--- config.mk ---
export PLATFORM = sky130hd
export DESIGN_NAME = mcu_link_sequencer
export DESIGN_NICKNAME = d
export VERILOG_FILES = /design/src/rtl/mcu_link_pkg.sv /design/src/rtl/mcu_link_sync.sv /design/src/rtl/mcu_link_sequencer.sv
export SDC_FILE = /design/constraint.sdc
export NUM_CORES = 1
export LEC_CHECK = 0
export CELL_PAD_IN_SITES_DETAIL_PLACEMENT = 1
export CELL_PAD_IN_SITES_GLOBAL_PLACEMENT = 2
export CORE_MARGIN = 3
export CORE_UTILIZATION = 32
export DETAILED_ROUTE_END_ITERATION = 10
export PLACE_DENSITY_LB_ADDON = 0.2
export SYNTH_ARGS = -nofsm -noshare
export SYNTH_HDL_FRONTEND = slang
export SYNTH_SLANG_ARGS = --single-unit
--- constraint.sdc ---
create_clock -name clk -period 2.25 [get_ports clk]
set_input_delay 0.45 -clock clk [delete_from_list [all_inputs] [get_ports clk]]
set_output_delay 0.45 -clock clk [all_outputs]
set_load 0.01 [all_outputs]
--- src/rtl/mcu_link_pkg.sv ---
// Shared types for the SWPD MCU link sequencer: FSM states, result status codes
// and a small width helper.
package mcu_link_pkg;

  localparam int STATUS_W = 2;

  typedef enum logic [2:0] {
    IDLE,
    SEND,
    WAIT_ACK,
    RECV,
    DONE
  } state_t;

  typedef enum logic [STATUS_W-1:0] {
    OK      = 2'b00,
    TIMEOUT = 2'b01,
    PARITY  = 2'b10
  } status_t;

  function automatic int max_int(input int a, input int b);
    return (a > b) ? a : b;
  endfunction

endpackage

--- src/rtl/mcu_link_sync.sv ---
// Two-flop synchronizer bank for the asynchronous MCU lines (one chain per bit).
module mcu_link_sync #(
  parameter int WIDTH = 1
) (
  input  logic             clk,
  input  logic             rst,
  input  logic [WIDTH-1:0] i_async,
  output logic [WIDTH-1:0] o_sync
);

  logic [WIDTH-1:0] r_meta;
  logic [WIDTH-1:0] r_sync;

  generate
    for (genvar gi = 0; gi < WIDTH; gi++) begin : g_bit
      always_ff @(posedge clk) begin
        if (rst) begin
          r_meta[gi] <= 1'b0;
          r_sync[gi] <= 1'b0;
        end else begin
          r_meta[gi] <= i_async[gi];
          r_sync[gi] <= r_meta[gi];
        end
      end
    end
  endgenerate

  assign o_sync = r_sync;

endmodule

--- src/rtl/mcu_link_sequencer.sv ---
// SWPD MCU link transaction controller: command out, bounded ack wait, optional
// response in. Define MCU_LINK_PARITY_EN to append/check an odd-parity bit.
module mcu_link_sequencer
  import mcu_link_pkg::*;
#(
  parameter int CMD_BITS    = 8,
  parameter int RSP_BITS    = 16,
  parameter int ACK_TIMEOUT = 3
) (
  input  logic                clk,
  input  logic                rst,
  input  logic                req_valid,
  output logic                req_ready,
  input  logic [CMD_BITS-1:0] req_cmd,
  input  logic                req_expect_rsp,
  output logic                rsp_valid,
  input  logic                rsp_ready,
  output logic [RSP_BITS-1:0] rsp_data,
  output logic [STATUS_W-1:0] rsp_status,
  output logic                busy,
  output logic                mcu_clk_enable,
  output logic                wait_reset,
  input  logic                wait_done,
  input  logic                mcu_clk_send,
  input  logic                mcu_clk_recv,
  output logic                mcu_sdo,
  input  logic                mcu_sdi,
  input  logic                mcu_ack
);

`ifdef MCU_LINK_PARITY_EN
  localparam int PAR_BITS = 1;
`else
  localparam int PAR_BITS = 0;
`endif
  localparam int CMD_LEN = CMD_BITS + PAR_BITS;
  localparam int RSP_LEN = RSP_BITS + PAR_BITS;
  localparam int CNT_W   = $clog2(max_int(CMD_BITS, RSP_BITS) + 1) + 1;
  localparam int RTY_W   = $clog2(ACK_TIMEOUT + 1);

  state_t              r_state;
  logic                r_req_ready;
  logic                r_rsp_valid;
  logic [RSP_BITS-1:0] r_rsp_data;
  status_t             r_rsp_status;
  logic                r_busy;
  logic                r_clk_en;
  logic                r_wait_reset;
  logic                r_sdo;
  logic                r_expect;
  logic [CMD_LEN-1:0]  r_cmd_shift;
  logic [RSP_LEN-1:0]  r_rsp_shift;
  logic [CNT_W-1:0]    r_bit_cnt;
  logic [RTY_W-1:0]    r_retry;

  logic [1:0]          w_sync;
  logic                w_ack_s;
  logic                w_sdi_s;
  logic [CMD_LEN-1:0]  w_cmd_load;
  logic [CMD_LEN-1:0]  w_cmd_shifted;
  logic [RSP_LEN-1:0]  w_rsp_next;
  logic [CNT_W-1:0]    w_bit_cnt_inc;
  logic [RTY_W-1:0]    w_retry_inc;
  logic                w_rsp_par_ok;

  mcu_link_sync #(.WIDTH(2)) u_sync (
    .clk     (clk),
    .rst     (rst),
    .i_async ({mcu_ack, mcu_sdi}),
    .o_sync  (w_sync)
  );

  assign w_ack_s = w_sync[1];
  assign w_sdi_s = w_sync[0];

`ifdef MCU_LINK_PARITY_EN
  // Odd parity: data plus parity bit always carries an odd number of ones.
  assign w_cmd_load   = {req_cmd, ~^req_cmd};
  assign w_rsp_par_ok = ^w_rsp_next;
`else
  assign w_cmd_load   = req_cmd;
  assign w_rsp_par_ok = 1'b1;
`endif

  assign w_cmd_shifted = r_cmd_shift << 1;
  assign w_rsp_next    = (r_rsp_shift << 1) | RSP_LEN'(w_sdi_s);
  assign w_bit_cnt_inc = r_bit_cnt + 1'b1;
  assign w_retry_inc   = r_retry + 1'b1;

  always_ff @(posedge clk) begin
    if (rst) begin
      r_state      <= IDLE;
      r_req_ready  <= 1'b1;
      r_rsp_valid  <= 1'b0;
      r_rsp_data   <= '0;
      r_rsp_status <= OK;
      r_busy       <= 1'b0;
      r_clk_en     <= 1'b0;
      r_wait_reset <= 1'b0;
      r_sdo        <= 1'b0;
      r_expect     <= 1'b0;
      r_cmd_shift  <= '0;
      r_rsp_shift  <= '0;
      r_bit_cnt    <= '0;
      r_retry      <= '0;
    end else begin
      r_wait_reset <= 1'b0;
      case (r_state)
        IDLE: begin
          if (req_valid && r_req_ready) begin
            r_cmd_shift <= w_cmd_load;
            r_expect    <= req_expect_rsp;
            r_sdo       <= w_cmd_load[CMD_LEN-1];
            r_bit_cnt   <= '0;
            r_req_ready <= 1'b0;
            r_busy      <= 1'b1;
            r_clk_en    <= 1'b1;
            r_state     <= SEND;
          end
        end
        SEND: begin
          if (mcu_clk_send) begin
            r_cmd_shift <= w_cmd_shifted;
            r_bit_cnt   <= w_bit_cnt_inc;
            if (w_bit_cnt_inc == CNT_W'(CMD_LEN)) begin
              r_sdo        <= 1'b0;
              r_retry      <= '0;
              r_wait_reset <= 1'b1;
              r_state      <= WAIT_ACK;
            end else begin
              r_sdo <= w_cmd_shifted[CMD_LEN-1];
            end
          end
        end
        WAIT_ACK: begin
          if (mcu_clk_recv && w_ack_s) begin
            r_bit_cnt   <= '0;
            r_rsp_shift <= '0;
            if (r_expect) begin
              r_state <= RECV;
            end else begin
              r_state      <= DONE;
              r_clk_en     <= 1'b0;
              r_rsp_valid  <= 1'b1;
              r_rsp_status <= OK;
              r_rsp_data   <= '0;
            end
          // wait_done may still read high while our restart pulse is in flight
          end else if (wait_done && !r_wait_reset) begin
            r_wait_reset <= 1'b1;
            r_retry      <= w_retry_inc;
            if (w_retry_inc == RTY_W'(ACK_TIMEOUT)) begin
              r_state      <= DONE;
              r_clk_en     <= 1'b0;
              r_rsp_valid  <= 1'b1;
              r_rsp_status <= TIMEOUT;
              r_rsp_data   <= '0;
            end
          end
        end
        RECV: begin
          if (mcu_clk_recv) begin
            r_rsp_shift <= w_rsp_next;
            r_bit_cnt   <= w_bit_cnt_inc;
            if (w_bit_cnt_inc == CNT_W'(RSP_LEN)) begin
              r_state     <= DONE;
              r_clk_en    <= 1'b0;
              r_rsp_valid <= 1'b1;
              if (w_rsp_par_ok) begin
                r_rsp_status <= OK;
                r_rsp_data   <= w_rsp_next[RSP_LEN-1 -: RSP_BITS];
              end else begin
                r_rsp_status <= PARITY;
                r_rsp_data   <= '0;
              end
            end
          end
        end
        DONE: begin
          if (rsp_ready) begin
            r_rsp_valid <= 1'b0;
            r_req_ready <= 1'b1;
            r_busy      <= 1'b0;
            r_state     <= IDLE;
          end
        end
        default: r_state <= IDLE;
      endcase
    end
  end

  assign req_ready      = r_req_ready;
  assign rsp_valid      = r_rsp_valid;
  assign rsp_data       = r_rsp_data;
  assign rsp_status     = r_rsp_status;
  assign busy           = r_busy;
  assign mcu_clk_enable = r_clk_en;
  assign wait_reset     = r_wait_reset;
  assign mcu_sdo        = r_sdo;

endmodule

After elaboration in Yosys (flattened, before gate mapping). Index checks and enable logic that the tools add are counted.

Register bits after elaboration: 62. Word-level logic and storage cells: 132.

Bitwise operators: 1. Eq/ne operators: 19. Add/sub/neg operators: 2. Multiplexer cells: 70. Reductions and logical operators: 22.

Operators with widths (number): $mux 16 (6); $pmux 16 s2 (1); $mux 15 (2); $mux 3 (10); $pmux 15 s2 (1); $mux 6 (4); $pmux 6 s4 (1); $mux 1 (23); $mux 2 (10); $ne 2x2->1 const B (9); $or 16x1->16 (1); $pmux 3 s5 (1); $mux 7 (2); $pmux 7 s2 (1); $reduce_and 7->1 (2); $reduce_and 5->1 (2); $ne 3x3->1 const B (3); $reduce_and 3->1 (3); $pmux 1 s2 (4); $pmux 2 s2 (2); $reduce_and 8->1 (1); $reduce_bool 2->1 (4); $add 6x1->6 const B (1); $eq 3x2->1 const B (2); 14 further kinds (18).

Longest topological paths before layout.
Depth in word-level cells: 6. Mapped depth: 9.

Hierarchy. A second synthesis with hierarchy kept.

Cells, all modules: 323. Area, all modules: 2608.8 um^2.

By module, submodules not included: mcu_link_sequencer (cells each 315, sequential area each 1141.1 um^2, area each 2503.7 um^2, times used 1); mcu_link_sync (cells each 8, sequential area each 80.1 um^2, area each 105.1 um^2, times used 1).

Worst setup path before layout. Ideal clock, no wire load.

Path type: reg-to-reg. Start point: reg r_bit_cnt[0]. End point: reg r_rsp_data[10], in the netlist rsp_data[10]. Path slack: 0.421 ns. Arrival: 1.695 ns. Library setup time: 0.134 ns. Path buffers: 2. Data required time: 2.116 ns. Cell stages (with the launch flop): 9. Cell sequence: dfxtp_1 -> ha_1 -> buf_2 -> xnor2_1 -> o32ai_2 -> a41oi_2 -> buf_2 -> o21ai_1 -> a21oi_1.

Cells in the longest elaborated chain, start to end: 4.

Ends and longest elaborated chain: from (decl) (RTL line mcu_link_sequencer.sv:53) `logic [CNT_W-1:0] r_bit_cnt;`; from (signal assigned) (RTL line mcu_link_sequencer.sv:124) `r_bit_cnt <= w_bit_cnt_inc;`; from (signal assigned) (RTL line mcu_link_sequencer.sv:164) `r_bit_cnt <= w_bit_cnt_inc;`; $add 6x1->6 (RTL line mcu_link_sequencer.sv:87) `assign w_bit_cnt_inc = r_bit_cnt + 1'b1;`; $eq 6x5->1 (RTL line mcu_link_sequencer.sv:165) `if (w_bit_cnt_inc == CNT_W'(RSP_LEN)) begin`; $ne 2x2->1 (no source line); $reduce_and 6->1 (no source line); to (signal assigned) (RTL line mcu_link_sequencer.sv:171) `r_rsp_data <= w_rsp_next[RSP_LEN-1 -: RSP_BITS];`; to (decl) (RTL line mcu_link_sequencer.sv:44) `logic [RSP_BITS-1:0] r_rsp_data;`.

No other way between the ends. A chain may end at the register's enable or synchronous reset.

Worst setup path in the final report.
Start point: reg r_state[1]. End point: reg r_retry[1].

Cells in the longest elaborated chain, start to end: 3.

Ends and longest elaborated chain: from (decl) (RTL line mcu_link_sequencer.sv:41) `state_t r_state;`; from (signal assigned) (RTL line mcu_link_sequencer.sv:92) `r_state <= IDLE;`; from (signal assigned) (RTL line mcu_link_sequencer.sv:118) `r_state <= SEND;`; from (signal assigned) (RTL line mcu_link_sequencer.sv:129) `r_state <= WAIT_ACK;`; $eq 3x2->1 / $eq 3x1->1 (equally long branches) (RTL line mcu_link_sequencer.sv:108) `case (r_state)`; $ne 2x2->1 (no source line) / $reduce_bool 2->1 (equally long branches); $reduce_and 5->1 (no source line); to (signal assigned) (RTL line mcu_link_sequencer.sv:151) `r_retry <= w_retry_inc;`; to (decl) (RTL line mcu_link_sequencer.sv:54) `logic [RTY_W-1:0] r_retry;`.

Parallel ways exist; a longest one is shown, timed or not.

==> metrics.txt <==
pre-CTS setup slack -0.0422 ns; # rows 33; Syn Area/Cell 8.27 um2; post-cts hold buffer count 0; Clk pwr share 0.305; skew final 0.00858 ns; LEAKAGE 0.00126 uW; first-pass GRT wire length 12.8 mm; Logic pwr share 0.304; Sw Ratio 0.336; clk sinks 61; Residual DRC 0; Die Wd 99.0 um; P_sw 1090 uW; Synth Warn # 0; ant diodes 0; largest net degree at the start of global routing 39; via count 2620; CP startpoint kind register; GRT Util Overall 0.159; Yosys reg bits 61; initial core utilization 0.334; Worst Hold Class reg2reg; CP Class reg2reg; RSZ-0062 raised after global routing no; cells along the critical path or3b_4 -> and4bb_1 -> a41oi_2 -> or3_1 -> a21oi_2; initial antenna violation count 0; Area Overhead vs Synth 28.2%; Clock Latency Late Sink 0.34 ns; Port Buffers 40; multi-input logic area 1400 um2; Placeable Area 8300 um2; Vias/cell 5.35; post-CTS sizing 0; Setup-failing EPs final 0; synthesized area 2770 um2; vias in the first global route 2609; Die ar. 9800 um2; H-tree levels 3; final worst-path cycle share 0.881; FMAX 505 MHz; fill count 985; status finished, final reports clean; final-report hold violation count 0; Longest Clk Path Bufs 2; Post-synth EDFFs 0; worst vdd ir 0.000328 V; slowest stage delay, CP 0.57 ns; Seq pwr share 0.391; Distinct cells, synth 53; layout cells sized above 1 0.125; wire length per cell 15.3 um; final setup margin 0.268 ns; post-CTS setup buffers 0; Synth Flop Type dfxtp_1; Syn Nets 355; Final TNS setup 0 ns; global route total overflow 0; internal power 2160 uW; drt first pass iters 4; sequential area share after synthesis 0.441; Period minus WS final 1.98 ns; CTS tree yes; max-cap check violation count 0; crit path max fanout 11; root buf cell clkbuf_8; Critical Path RT 2.51 ns; CTS clock-pin slew for the worst setup and hold paths 0.07 ns; pwr dens 918 nW/um2; WL final 7.51 mm; Worst setup EP type register; Async SR Flop Fraction 0; global placement routability congestion 0.782; Least-Margin Pin Slew 0.772 ns; Routed Antenna Nets 0; initial DRC count 84; Final Max Tran Viols 0; Layout Nets 401; Num CTS Buffers 9; register area 1220 um2; synthesized instance count 335; Worst EP arrival 2.25 ns; slew margin rel. 0.486; Worst path slowest cell dfxtp_1; post-layout utilization of the core 0.428; Worst R2R Setup Slack 0.27 ns; DP HPWL 5.26 mm; Die Ht 99.0 um; I/O pin count 42
[critical path, delay by kind of cell (launching register included)]
family / cells / cell delay (ns)
simple gates: 3 / 1.14
flops: 1 / 0.57
compound gates: 2 / 0.20
[logic make-up (layout without fill, tap and decap cells)]
kind of cell | Yosys count | after routing | synth area share
simple gates | 129 | 129 | 0.244
compound gates | 104 | 104 | 0.230
flops | 61 | 61 | 0.441
buf+inv | 32 | 82 | 0.0529
mux | 4 | 4 | 0.0149
fa+ha+maj | 2 | 2 | 0.00904
xor+xnor | 2 | 2 | 0.00633
other cells | 1 | 1 | 0.00135
[synth_stat cells, drive strengths merged, types with 2 or more instances]
library cell,count,share of area
nor2b,8,0.018
and2,2,0.0045
or3b,4,0.014
a41oi,3,0.015
or3,2,0.0045
a21oi,58,0.11
o211a,4,0.014
inv,4,0.0054
nor3,2,0.0036
o211ai,2,0.0054
o21ai,22,0.040
a31oi,2,0.0045
nand3,21,0.038
nand2b,5,0.011
nand2,41,0.056
ha,2,0.0090
a211oi,3,0.0099
clkbuf,16,0.022
dfxtp,61,0.44
buf,12,0.026
mux2i,3,0.011
nand4,20,0.045
nand3b,2,0.0054
nor2,16,0.022
[placed cells by master (no fill, tap or decap), types with 2 or more instances in the layout]
| master | n |
|---|---|
| nand3b_1 | 2 |
| nor3_1 | 2 |
| nor2_1 | 16 |
| dfxtp_1 | 61 |
| o21ai_1 | 10 |
| o21ai_0 | 12 |
| buf_4 | 22 |
| a211oi_1 | 2 |
| clkinv_2 | 2 |
| clkdlybuf4s50_1 | 39 |
| o211a_1 | 4 |
| nand3_1 | 21 |
| o211ai_1 | 2 |
| nand2_1 | 41 |
| a31oi_1 | 2 |
| clkbuf_8 | 11 |
| a21oi_1 | 57 |
| or3_1 | 2 |
| mux2i_1 | 3 |
| inv_1 | 4 |
| a41oi_2 | 2 |
| nor2b_1 | 8 |
| or3b_1 | 3 |
| nand2b_1 | 5 |
| ha_1 | 2 |
| nand4_1 | 20 |
[stage by stage]
stage,instances,total power (uW),cell area [um2],hold WS [ns]
2_1_floorplan,335,1940,2770,0.414
6_report,490,3260,3550,0.441
3_5_place_dp,475,2300,3350,0.428
5_1_grt,490,3480,3550,0.458
3_3_place_gp,475,2280,3350,0.435
4_1_cts,490,3300,3550,0.443
[flip-flops by register name, summed over array words and instances, names as in the netlist]
name	flops
busy	1
mcu_clk_enable	1
mcu_sdo	1
r_bit_cnt	6
r_cmd_shift	7
r_expect	1
r_retry	2
r_rsp_shift	15
r_state	3
req_ready	1
rsp_data	16
rsp_status	1
rsp_valid	1
u_sync.o_sync	2
u_sync.r_meta	2
wait_reset	1
[layer usage]
layer	share of wire	up-vias	track usage
met1	0.51	1270	0.222
met5	0	-	0
met4	0.0076	0	0.0599
met2	0.46	44	0.245
li1	-	1300	-
met3	0.030	6	0.0255
[final cells by class]
cell class                      instances  share of cell area
Tap cell                              105              0.0370
Clock buffer                           11              0.0427
Timing Repair Buffer                   63               0.164
Inverter                                4             0.00423
Multi-Input combinational cell        242               0.395
Clock inverter                          4              0.0134
Sequential cell                        61               0.344
[power groups by stage]
stage	Clock [uW]	Combinational (uW)	Sequential, uW
floorplan	0	698	1250
finish	994	991	1270
detailed placement	0	1000	1290
CTS	1030	1010	1270
global placement	0	986	1290
global route	1070	1120	1290
[final timing paths]
| check | startpoint | endpoint | cells after the start |
|---|---|---|---|
| setup / recovery | r_state[1]$_SDFFE_PP0P_ | r_retry[1]$_SDFFE_PP0P_ | 5 |
| hold / removal | u_sync.r_meta[1]$_SDFF_PP0_ | u_sync.o_sync[1]$_SDFF_PP0_ | 1 |
| setup reg to reg | r_state[1]$_SDFFE_PP0P_ | r_retry[1]$_SDFFE_PP0P_ | 5 |
| hold reg to reg | u_sync.r_meta[1]$_SDFF_PP0_ | u_sync.o_sync[1]$_SDFF_PP0_ | 1 |
No activity file was read; power rests on OpenSTA's default activity.
